## config.mk

```make
export PLATFORM = sky130hd
export DESIGN_NAME = pipe_skid_stage
export DESIGN_NICKNAME = d
export VERILOG_FILES = /design/src/rtl/pipe_pkg.sv /design/src/rtl/pipe_slot.sv /design/src/rtl/pipe_skid_stage.sv
export SDC_FILE = /design/constraint.sdc
export NUM_CORES = 1
export LEC_CHECK = 0
export BUFFER_PORTS_ARGS = -buffer_cell sky130_fd_sc_hd__buf_2
export CAP_MARGIN = 20
export CORE_MARGIN = 2
export CORE_UTILIZATION = 50
export CTS_BUF_LIST = sky130_fd_sc_hd__clkbuf_8
export DETAILED_ROUTE_END_ITERATION = 8
export GPL_TIMING_DRIVEN = 0
export PLACE_DENSITY = 0.81
export SLEW_MARGIN = 0
export SYNTH_ARGS = -nofsm -noshare
export SYNTH_HDL_FRONTEND = slang
export SYNTH_HIERARCHICAL = 1
export SYNTH_SLANG_ARGS = --single-unit
```

## constraint.sdc

```tcl
create_clock -name clk -period 1.9 [get_ports clk]
set_clock_uncertainty 0.1 [all_clocks]
set_input_delay 0.19 -clock clk [delete_from_list [all_inputs] [get_ports clk]]
set_output_delay 0.19 -clock clk [all_outputs]
set_load 0.01 [all_outputs]
```

## src/rtl/pipe_pkg.sv

```systemverilog
// pipe_pkg: shared state encoding and defaults for the skid pipeline stage
package pipe_pkg;
  typedef enum logic [1:0] {EMPTY = 2'd0, BUSY = 2'd1, FULL = 2'd2} state_t;
  localparam int PIPE_DATA_W = 32;
  localparam int PIPE_BUBBLE = 0;
endpackage

```

## src/rtl/pipe_slot.sv

```systemverilog
// pipe_slot: payload register with valid bit, load enable and clear-to-fill
module pipe_slot #(
  parameter int W = 64,
  parameter logic [W-1:0] FILL = '0
) (
  input  logic         clk,
  input  logic         res,
  input  logic         i_clr,
  input  logic         i_ld,
  input  logic [W-1:0] i_d,
  output logic         o_valid,
  output logic [W-1:0] o_data
);
  logic         r_valid;
  logic [W-1:0] r_data;
  always_ff @(posedge clk) begin
    if (res || i_clr) begin
      r_valid <= 1'b0;
      r_data  <= FILL;
    end else if (i_ld) begin
      r_valid <= 1'b1;
      r_data  <= i_d;
    end
  end
  assign o_valid = r_valid;
  assign o_data  = r_data;
endmodule

```

## src/rtl/pipe_skid_stage.sv

```systemverilog
// pipe_skid_stage: two-entry skid buffer decoupling upstream ready from downstream stall
module pipe_skid_stage
  import pipe_pkg::*;
#(
  parameter int DATA_W = PIPE_DATA_W,
  parameter int LANES = 2,
  parameter logic [DATA_W-1:0] BUBBLE = DATA_W'(PIPE_BUBBLE)
) (
  input  logic                    clk,
  input  logic                    res,
  input  logic                    in_valid,
  output logic                    in_ready,
  input  logic [LANES*DATA_W-1:0] in_data,
  input  logic                    flush,
  output logic                    out_valid,
  input  logic                    out_ready,
  output logic [LANES*DATA_W-1:0] out_data,
  output logic [1:0]              occupancy
);
  localparam int W = LANES * DATA_W;
  localparam logic [W-1:0] FILL = {LANES{BUBBLE}};
  state_t       r_state;
  logic         w_push, w_pop, w_skid_valid;
  logic         w_main_ld, w_main_clr, w_skid_ld, w_skid_clr;
  logic [W-1:0] w_skid_data, w_main_d;
  // in_ready depends only on held state and reset, never on in_valid
  assign in_ready   = !w_skid_valid && !res;
  assign w_push     = in_valid && in_ready;
  assign w_pop      = out_valid && out_ready;
  assign w_main_ld  = (r_state == EMPTY && w_push) || (r_state == BUSY && w_push && w_pop) ||
                      (r_state == FULL && w_pop);
  assign w_main_clr = flush || (r_state == BUSY && w_pop && !w_push);
  assign w_main_d   = r_state == FULL ? w_skid_data : in_data;
  assign w_skid_ld  = r_state == BUSY && w_push && !w_pop;
  assign w_skid_clr = flush || (r_state == FULL && w_pop);
  assign occupancy  = r_state;
  always_ff @(posedge clk) begin
    if (res || flush) r_state <= EMPTY;
    else
      case (r_state)
        EMPTY:   if (w_push) r_state <= BUSY;
        BUSY:    r_state <= w_push && !w_pop ? FULL : (!w_push && w_pop ? EMPTY : BUSY);
        FULL:    if (w_pop) r_state <= BUSY;
        default: r_state <= EMPTY;
      endcase
  end
  pipe_slot #(.W(W), .FILL(FILL)) u_main (
    .clk(clk), .res(res), .i_clr(w_main_clr), .i_ld(w_main_ld), .i_d(w_main_d),
    .o_valid(out_valid), .o_data(out_data)
  );
  pipe_slot #(.W(W), .FILL(FILL)) u_skid (
    .clk(clk), .res(res), .i_clr(w_skid_clr), .i_ld(w_skid_ld), .i_d(in_data),
    .o_valid(w_skid_valid), .o_data(w_skid_data)
  );
endmodule

```

==> results.yml, run 1 <==
status:
  outcome: "complete, but fails checks"
  failed_checks: "negative setup slack"
grt:
  use_met1_pct: 26.7
  grt_max_degree: 17
  antenna_found_initial: 0
  grt_pass1_vias: 4730
  busiest_layer: "met2"
  grt_pass1_wl_um: 22300
  grt_use_met3_pct: 7.41
  grt_use_met2_pct: 43.4
  grt-ovfl-total: 0
  track_usage_pct: 24.2
worst_setup_path:
  crit_slowest_cell: "or3b_4"
  regToRegSetupSlack_ns: -0.17
  setup.worst_path.class: "reg -> reg"
  cp.required_ns: 2.12
  end_kind: "flop"
  r2r_start: "u_skid/o_valid"
  start_kind: "flop"
  cp_max_fo: 5
  path_cells: "or3b_4, or3_4, nand3_4, buf_12, clkbuf_16, mux2i_1, nor2_1"
  cp.arrival_ns: 2.29
  cpPeakStageDelay_ns: 0.40
  reg2regPathDepth: 7
  r2r-end: "u_main/o_data[32]"
route:
  drt_iter0_drc: 219
  drc: 0
  via_per_inst: 5.05
  antenna_left: 0
  wl_um: 15300
  dr.pass1.iters: 4
  wl_per_cell_um: 16.8
  vias: 4597
sta:
  fmax_mhz: 483
  max_slew_margin_pct: 67.5
  min_period_ns: 2.07
  finalCritPeriodShare_pct: 109
  drv_slew: 0
  hold_viol: 0
  fin_ws_ns: -0.172
  setup_viol: 63
  rsz0062_at_grt: "true"
  tightest_slew_ns: 0.488
layout:
  drive_gt1_share_pct: 41.2
  insertedDiodeCount: 0
  post-route-util_pct: 74.5
  final_area_mm2: 0.00811
  syn2layout_area_growth_pct: 44.5
  fill_cells: 737
  nets: 828
clock_network:
  clock_latency_ns: 0.44
  clkSlewWorstSetupHoldPaths_ns: 0.07
  clock_sinks: 132
  cts_tree: "yes"
  cts.htree.levels: 4
  clk_path_buf_depth: 2
  cts-root-buf: "clkbuf_8"
  cts_buffers: 17
logic_synthesis:
  synth.distinct_cells: 24
  synth.area.top_cells: "dfxtp_1 (47%), mux2i_1 (23%), mux2_2 (13%)"
  yosysSeqAreaShare_pct: 47.1
  synth_area_leader_cell: "dfxtp_1"
  synth.cell_area_mm2: 0.00561
  yosys.area.top_type_share_pct: 47.1
  synthCells: 512
  ys_warn_count: 6
  synth-seq-cells: 132
  synth_area_per_cell_um2: 11.0
  syn-num-nets: 582
flow_run:
  maxCapViolCount: 0
power:
  irDropWorstVdd_mv: 0.572
  p_leak_nw: 3.34
  power_density_mw_per_mm2: 718
die:
  fp.dieH_um: 110
  dieWidth_um: 110
  core-area_mm2: 0.0109
  rows: 38
  ios: 137
  fp.dieArea_mm2: 0.0121
  start_util_pct: 51.6
place:
  gp_congestion: 0.766
  io_buffers: 136
  post_dp_cell_area_mm2: 0.00650
  dp_hpwl_um: 8710
hold_path:
  hold_start: "out_ready"
  hold_depth: 3
  min_to: "occupancy[0]"
  hold_class: "in -> reg"
synthesized netlist by cell type:
library cell	n
a211oi_1	1
a22oi_1	1
a31o_2	1
a32oi_1	1
a41o_2	1
and3_1	1
buf_2	7
buf_4	3
buf_6	24
clkbuf_1	2
dfxtp_1	132
ha_1	1
inv_1	1
mux2_2	64
mux2i_1	128
nand2_1	1
nand3_1	2
nor2_1	133
nor2b_1	2
nor3_1	1
or2_1	2
or3_1	1
or3_2	1
or3b_4	1
layout by cell type, fill, tap and decap left out, drive strengths merged, types with 2 or more instances in the layout:
cell type	netlist	routed
buf	34	189
nor2	133	133
dfxtp	132	132
mux2i	128	128
dlygate4sd3	0	67
mux2	64	64
clkbuf	2	30
inv	1	7
or3	2	2
clkinv	0	2
nor2b	2	2
nand3	2	2
or2	2	2
worst max-delay path, delay by kind of cell, from the launching register on:
family / cells / cell delay [ns]
AND/OR/NAND/NOR: 4 / 0.98
buffers and inverters: 2 / 0.31
multiplexers: 1 / 0.23
flip-flops: 1 / 0.33
where the power goes:
group | internal [W] | switching, W
Combinational | 0.000444 | 0.000315
Sequential | 0.00280 | 0.0000230
Clock | 0.00121 | 0.00102
what timing repair did:
item	CTS	global route
hold buffers	67	1
endpoints found under the hold margin	66	1
gates resized for setup	37	33
pin swaps	6	7
cloned	4	4
setup buffers	12	5
endpoints found under the setup margin	130	128
flip-flops by register name (all words and copies together), names as in the netlist:
signal and count:
u_main/o_valid 1, u_skid/o_valid 1, u_main/o_data 64, u_skid/o_data 64
occupancy 2
through the flow:
step | power [W] | instances | setup WS [ns] | setup TNS [ns] | hold slack [ns]
after floorplan | 0.00322 | 512 | 0.0156 | 0 | 0.159
after global placement | 0.00339 | 788 | -0.228 | -21.61 | 0.300
after detailed placement | 0.00340 | 788 | -0.287 | -27.13 | 0.323
after CTS | 0.00578 | 903 | -0.129 | -5.91 | 0.0677
after global routing | 0.00602 | 911 | -0.221 | -9.51 | 0.0860
final | 0.00582 | 911 | -0.172 | -5.79 | 0.0907
worst max-delay path by stage:
stage	from	endpoint	slack (ns)	cells past startpoint
3_3_place_gp	occupancy[1]	u_main/o_data[8]	-0.23	9
2_1_floorplan	occupancy[1]	u_skid/o_data[11]	0.02	9
5_1_grt	u_skid/o_valid	u_main/o_data[32]	-0.22	7
3_5_place_dp	occupancy[1]	u_main/o_data[25]	-0.29	10
4_1_cts	u_skid/o_valid	u_main/o_data[33]	-0.13	7
6_report	u_skid/o_valid	u_main/o_data[32]	-0.17	7
kinds of logic after synthesis:
kind of cell / Yosys count / share of synthesized area, %
AOI/OAI and AO/OA: 5 / 0.780
muxes: 192 / 35.7
adders and majority gates: 1 / 0.223
buffers and inverters: 37 / 6.04
DFF: 132 / 47.1
and+or+nand+nor: 145 / 10.2
layout make-up:
| cell class | instances | area (µm²) | area share [%] |
|---|---|---|---|
| tap | 140 | 175 | 2.16 |
| clock buffer | 23 | 317 | 3.90 |
| multi-input combinational | 343 | 2760 | 34.0 |
| clock inverter | 9 | 62.6 | 0.771 |
| inverter | 1 | 3.75 | 0.0463 |
| buffer | 35 | 465 | 5.74 |
| timing repair buffer | 228 | 1690 | 20.8 |
| sequential | 132 | 2650 | 32.6 |
metal layers:
metal  wire, µm  vias to the layer above
met4        303                        0
li1           -                     2236
met2       7960                      132
met1       6350                     2202
met3        730                       27
met5          0                        -
No activity file was read; power rests on OpenSTA's default activity.
==> run 2: changes to the inputs <==
--- a/config.mk
+++ b/config.mk
@@ -13,6 +13,7 @@
 export DETAILED_ROUTE_END_ITERATION = 8
 export GPL_TIMING_DRIVEN = 0
 export PLACE_DENSITY = 0.81
+export SETUP_SLACK_MARGIN = 0.5
 export SLEW_MARGIN = 0
 export SYNTH_ARGS = -nofsm -noshare
 export SYNTH_HDL_FRONTEND = slang
==> results.yml, run 2 (synthesis gave the netlist of run 1 again) <==
place:
  dp_hpwl_um: 8690
  gp_congestion: 0.804
  post_dp_cell_area_mm2: 0.00654
  io_buffers: 136
route:
  top_layer: "met4"
  vias: 4952
  wl_per_cell_um: 19.4
  drt_iter0_drc: 207
  via_per_inst: 5.32
  drt-met1-wl_um: 7110
  dr_wl_met3_um: 809
  antenna_left: 0
  dr.pass1.iters: 4
  wl_um: 18000
  wl_met2_um: 9710
  drc: 0
clock_network:
  cts_tree: "yes"
  cts-root-buf: "clkbuf_8"
  clock_sinks: 132
  clkSlewWorstSetupHoldPaths_ns: 0.08
  clock_latency_ns: 0.43
  clk_path_buf_depth: 2
  cts.htree.levels: 4
  cts_buffers: 17
grt:
  track_usage_pct: 26.0
  grt_pass1_vias: 4945
  antenna_found_initial: 0
  grt-ovfl-total: 0
  grt_pass1_wl_um: 24000
  grt_max_degree: 17
die:
  ios: 137
  rows: 38
  dieWidth_um: 110
  core-area_mm2: 0.0109
  fp.dieH_um: 110
  start_util_pct: 51.6
  fp.dieArea_mm2: 0.0121
layout:
  insertedDiodeCount: 0
  nets: 849
  multiInputGateArea_mm2: 0.00326
  final_area_mm2: 0.00913
  syn2layout_area_growth_pct: 62.6
  final_cell_mix: "buf_2 (139), dfxtp_1 (128), mux2i_1 (99)"
  seq_area_mm2: 0.00265
  fill_cells: 544
  drive_gt1_share_pct: 51.6
  layout_commonest_cell: "buf_2"
worst_setup_path:
  start_kind: "flop"
  cpMostUsedCell: "buf_12"
  setup.worst_path.class: "reg -> reg"
  cp.arrival_ns: 2.39
  end_kind: "flop"
  crit_family: "simple AND/OR/NAND/NOR gates"
  crit_slowest_cell: "or3b_4"
  cpPeakStageDelay_ns: 0.42
  path_cells: "or3b_4, or3_4, nand3_4, buf_12, buf_12, mux2i_1, nor2_1"
  cp_max_fo: 10
  critPathBufInv: 2
  cp.required_ns: 2.13
power:
  p_leak_nw: 3.58
  power_density_mw_per_mm2: 683
  irDropWorstVdd_mv: 0.590
sta:
  hold_viol: 0
  max_slew_margin_pct: 67.5
  fin_ws_ns: -0.269
  finalCritPeriodShare_pct: 114
  drv_slew: 0
  hold_slack_ns: 0.160
  min_period_ns: 2.17
  tightest_slew_ns: 0.488
  setup_viol: 124
  tns_ns: -13.34
  fmax_mhz: 461
  rsz0062_at_grt: "true"
flow_run:
  maxCapViolCount: 0
status:
  outcome: "complete, but fails checks"
  failed_checks: "negative setup slack"
hold_path:
  hold_class: "in -> reg"
[run 2: where the power goes]
| group | internal (W) | leakage (nW) | switching [W] |
|---|---|---|---|
| registers | 0.00280 | 1.07 | 0.0000251 |
| clock network | 0.00136 | 0.206 | 0.00115 |
| logic | 0.000511 | 2.30 | 0.000387 |
| total | 0.00468 | 3.58 | 0.00156 |
[run 2: worst paths after layout]
check	from	to	slack, ns	cells after the start
max	u_skid/o_valid	u_main/o_data[58]	-0.27	7
min	out_ready	occupancy[0]	0.16	3
max reg2reg	u_skid/o_valid	u_main/o_data[58]	-0.27	7
min reg2reg	u_main/o_data[40]	u_main/o_data[40]	0.40	2
[run 2: what timing repair did]
action,CTS,global route
hold endpoints to repair,66,0
gates cloned,11,5
pin swaps,5,24
gates resized for setup,85,121
hold buffers,66,0
setup buffers,20,10
endpoints found under the setup margin,132,134
[run 2: final cells by class]
type                            count  share of cell area, %
Buffer                             36                   5.78
Clock buffer                       19                   2.86
Clock inverter                     12                   1.71
Inverter                            1                 0.0411
Multi-Input combinational cell    343                   35.7
Sequential cell                   132                   29.0
Tap cell                          140                   1.92
Timing Repair Buffer              248                   23.0
[run 2: metal layers]
| layer | up-vias | GRT usage (%) |
|---|---|---|
| met5 | - | 0 |
| met4 | 0 | 9.22 |
| met3 | 38 | 5.75 |
| met2 | 165 | 46.8 |
| met1 | 2460 | 30.2 |
| li1 | 2289 | - |
[run 2: worst register-to-register path, stage by stage (launching register included)]
cell	delay, ns
dfxtp_2	0.34
or3b_4	0.42
or3_4	0.38
nand3_4	0.12
buf_12	0.17
buf_12	0.16
mux2i_1	0.28
nor2_1	0.09
[run 2: metrics by stage]
stage	util (%)	setup slack, ns	power (W)	std cells
2_1_floorplan	-	0.0536	0.00322	512
3_3_place_gp	60.0	-0.158	0.00339	788
3_5_place_dp	60.0	-0.219	0.00341	788
4_1_cts	77.4	-0.0793	0.00610	916
5_1_grt	83.9	-0.317	0.00642	931
6_report	83.9	-0.269	0.00623	931
==> run 3: changes to the inputs <==
--- a/config.mk
+++ b/config.mk
@@ -8,11 +8,11 @@
 export BUFFER_PORTS_ARGS = -buffer_cell sky130_fd_sc_hd__buf_2
 export CAP_MARGIN = 20
 export CORE_MARGIN = 2
-export CORE_UTILIZATION = 50
+export CORE_UTILIZATION = 48
 export CTS_BUF_LIST = sky130_fd_sc_hd__clkbuf_8
 export DETAILED_ROUTE_END_ITERATION = 8
 export GPL_TIMING_DRIVEN = 0
-export PLACE_DENSITY = 0.81
+export PLACE_DENSITY = 0.79
 export SETUP_SLACK_MARGIN = 0.5
 export SLEW_MARGIN = 0
 export SYNTH_ARGS = -nofsm -noshare
==> results.yml, run 3 (synthesis gave the netlist of run 1 again) <==
layout:
  nets: 844
  layout_commonest_cell: "buf_2"
  final_area_mm2: 0.00894
  syn2layout_area_growth_pct: 59.2
  fill_cells: 684
  insertedDiodeCount: 0
  final_cell_mix: "buf_2 (139), dfxtp_1 (128), nor2_1 (102)"
  drive_gt1_share_pct: 48.5
power:
  swShare_pct: 23.9
  irDropWorstVdd_mv: 0.585
  p_int_w: 0.00462
  pwr-share-comb_pct: 13.7
  power_density_mw_per_mm2: 679
  total_power_w: 0.00607
  p_leak_nw: 3.54
  seqPwrFrac_pct: 46.6
  p_sw_w: 0.00145
  p_clk_share_pct: 39.7
clock_network:
  cts_buffers: 17
  clk_path_buf_depth: 2
  cts.htree.levels: 4
  clock_sinks: 132
  clkSlewWorstSetupHoldPaths_ns: 0.07
  clock_latency_ns: 0.44
  cts-root-buf: "clkbuf_8"
  cts_tree: "yes"
sta:
  min_period_ns: 2.06
  fin_ws_ns: -0.161
  finalCritPeriodShare_pct: 108
  hold_viol: 0
  drv_slew: 0
  rsz0062_at_grt: "true"
  max_slew_margin_pct: 66.3
  tightest_slew_ns: 0.505
  setup_viol: 69
  tns_ns: -4.80
  fmax_mhz: 485
place:
  dp_hpwl_um: 8770
  post_dp_cell_area_mm2: 0.00654
  gp_congestion: 0.764
  pre_cts_slack_ns: -0.211
  io_buffers: 136
die:
  rows: 39
  start_util_pct: 49.2
  core-area_mm2: 0.0114
  fp.dieArea_mm2: 0.0126
  ios: 137
  dieWidth_um: 112
  fp.dieH_um: 112
worst_setup_path:
  end_kind: "flop"
  cp.required_ns: 2.13
  start_kind: "flop"
  cp.arrival_ns: 2.29
  cp_max_fo: 6
  setup.worst_path.class: "reg -> reg"
route:
  antenna_left: 0
  dr.pass1.iters: 5
  vias: 4777
  drt_iter0_drc: 248
  drc: 0
  wl_um: 16600
  wl_per_cell_um: 17.9
  via_per_inst: 5.14
flow_run:
  maxCapViolCount: 0
grt:
  antenna_found_initial: 0
  track_usage_pct: 23.6
  grt_pass1_vias: 4772
  grt-ovfl-total: 0
  grt_pass1_wl_um: 23400
  grt_max_degree: 17
hold_path:
  hold_class: "in -> reg"
status:
  failed_checks: "negative setup slack"
  outcome: "complete, but fails checks"
run 3: changes by cell type in the layout (fill, tap and decap cells not counted), sizes merged:
cell      change
buf          -11
clkbuf        +6
clkinvlp      -2
inv           +2
clkinv        +1
run 3: through the flow:
stage / std cells / util, % / hold slack (ns)
floorplan: 512 / - / 0.157
global placement: 791 / 57.3 / 0.313
detailed placement: 791 / 57.3 / 0.325
CTS: 909 / 72.1 / 0.0849
global route: 930 / 78.3 / 0.119
finish: 930 / 78.3 / 0.124
run 3: layout make-up:
cell class	count	area (µm²)	area share, %
Inverter	1	3.75	0.0420
Timing Repair Buffer	243	1960	22.0
Clock buffer	19	262	2.93
Multi-Input combinational cell	343	3180	35.6
Tap cell	143	179	2.00
Buffer	36	556	6.22
Clock inverter	13	140	1.57
Sequential cell	132	2650	29.7
run 3: what timing repair did:
action | in CTS | in global routing
hold buffers | 66 | 0
gates cloned | 6 | 10
endpoints found under the setup margin | 133 | 133
hold endpoints to repair | 66 | 0
buffers inserted | 14 | 11
resized for setup | 104 | 71
pin swaps | 4 | 11
run 3: metal layers:
layer / routed length [µm] / GRT usage [%] / vias up / part of all wire (%)
met3: 545 / 4.59 / 32 / 3.3
met5: 0 / 0 / - / 0
met2: 8830 / 42.9 / 131 / 53
met4: 396 / 9.84 / 0 / 2.4
met1: 6830 / 27.2 / 2334 / 41
li1: - / - / 2280 / -
run 3: path summary, 6_finish.rpt:
check                         start           endpoint  slack, ns  depth (start not counted)
setup / recovery     u_skid/o_valid  u_main/o_data[47]      -0.16                          7
hold / removal            out_ready       occupancy[0]       0.12                          3
setup reg to reg     u_skid/o_valid  u_main/o_data[47]      -0.16                          7
hold reg to reg   u_main/o_data[48]  u_main/o_data[48]       0.40                          2
run 3: worst max-delay path, stage by stage, from the launching register on:
cell and delay, ns:
dfxtp_2 0.33, or3b_4 0.40, or3_4 0.35, nand3_4 0.14, buf_12 0.16, clkbuf_16 0.15, mux2i_1 0.24, nor2_1 0.08
run 3: power groups by stage:
stage | Combinational (W) | Clock (W) | Sequential (W)
6_report | 0.000834 | 0.00241 | 0.00283
5_1_grt | 0.000879 | 0.00258 | 0.00283
4_1_cts | 0.000735 | 0.00244 | 0.00282
3_5_place_dp | 0.000522 | 0 | 0.00289
3_3_place_gp | 0.000508 | 0 | 0.00288
2_1_floorplan | 0.000320 | 0 | 0.00290
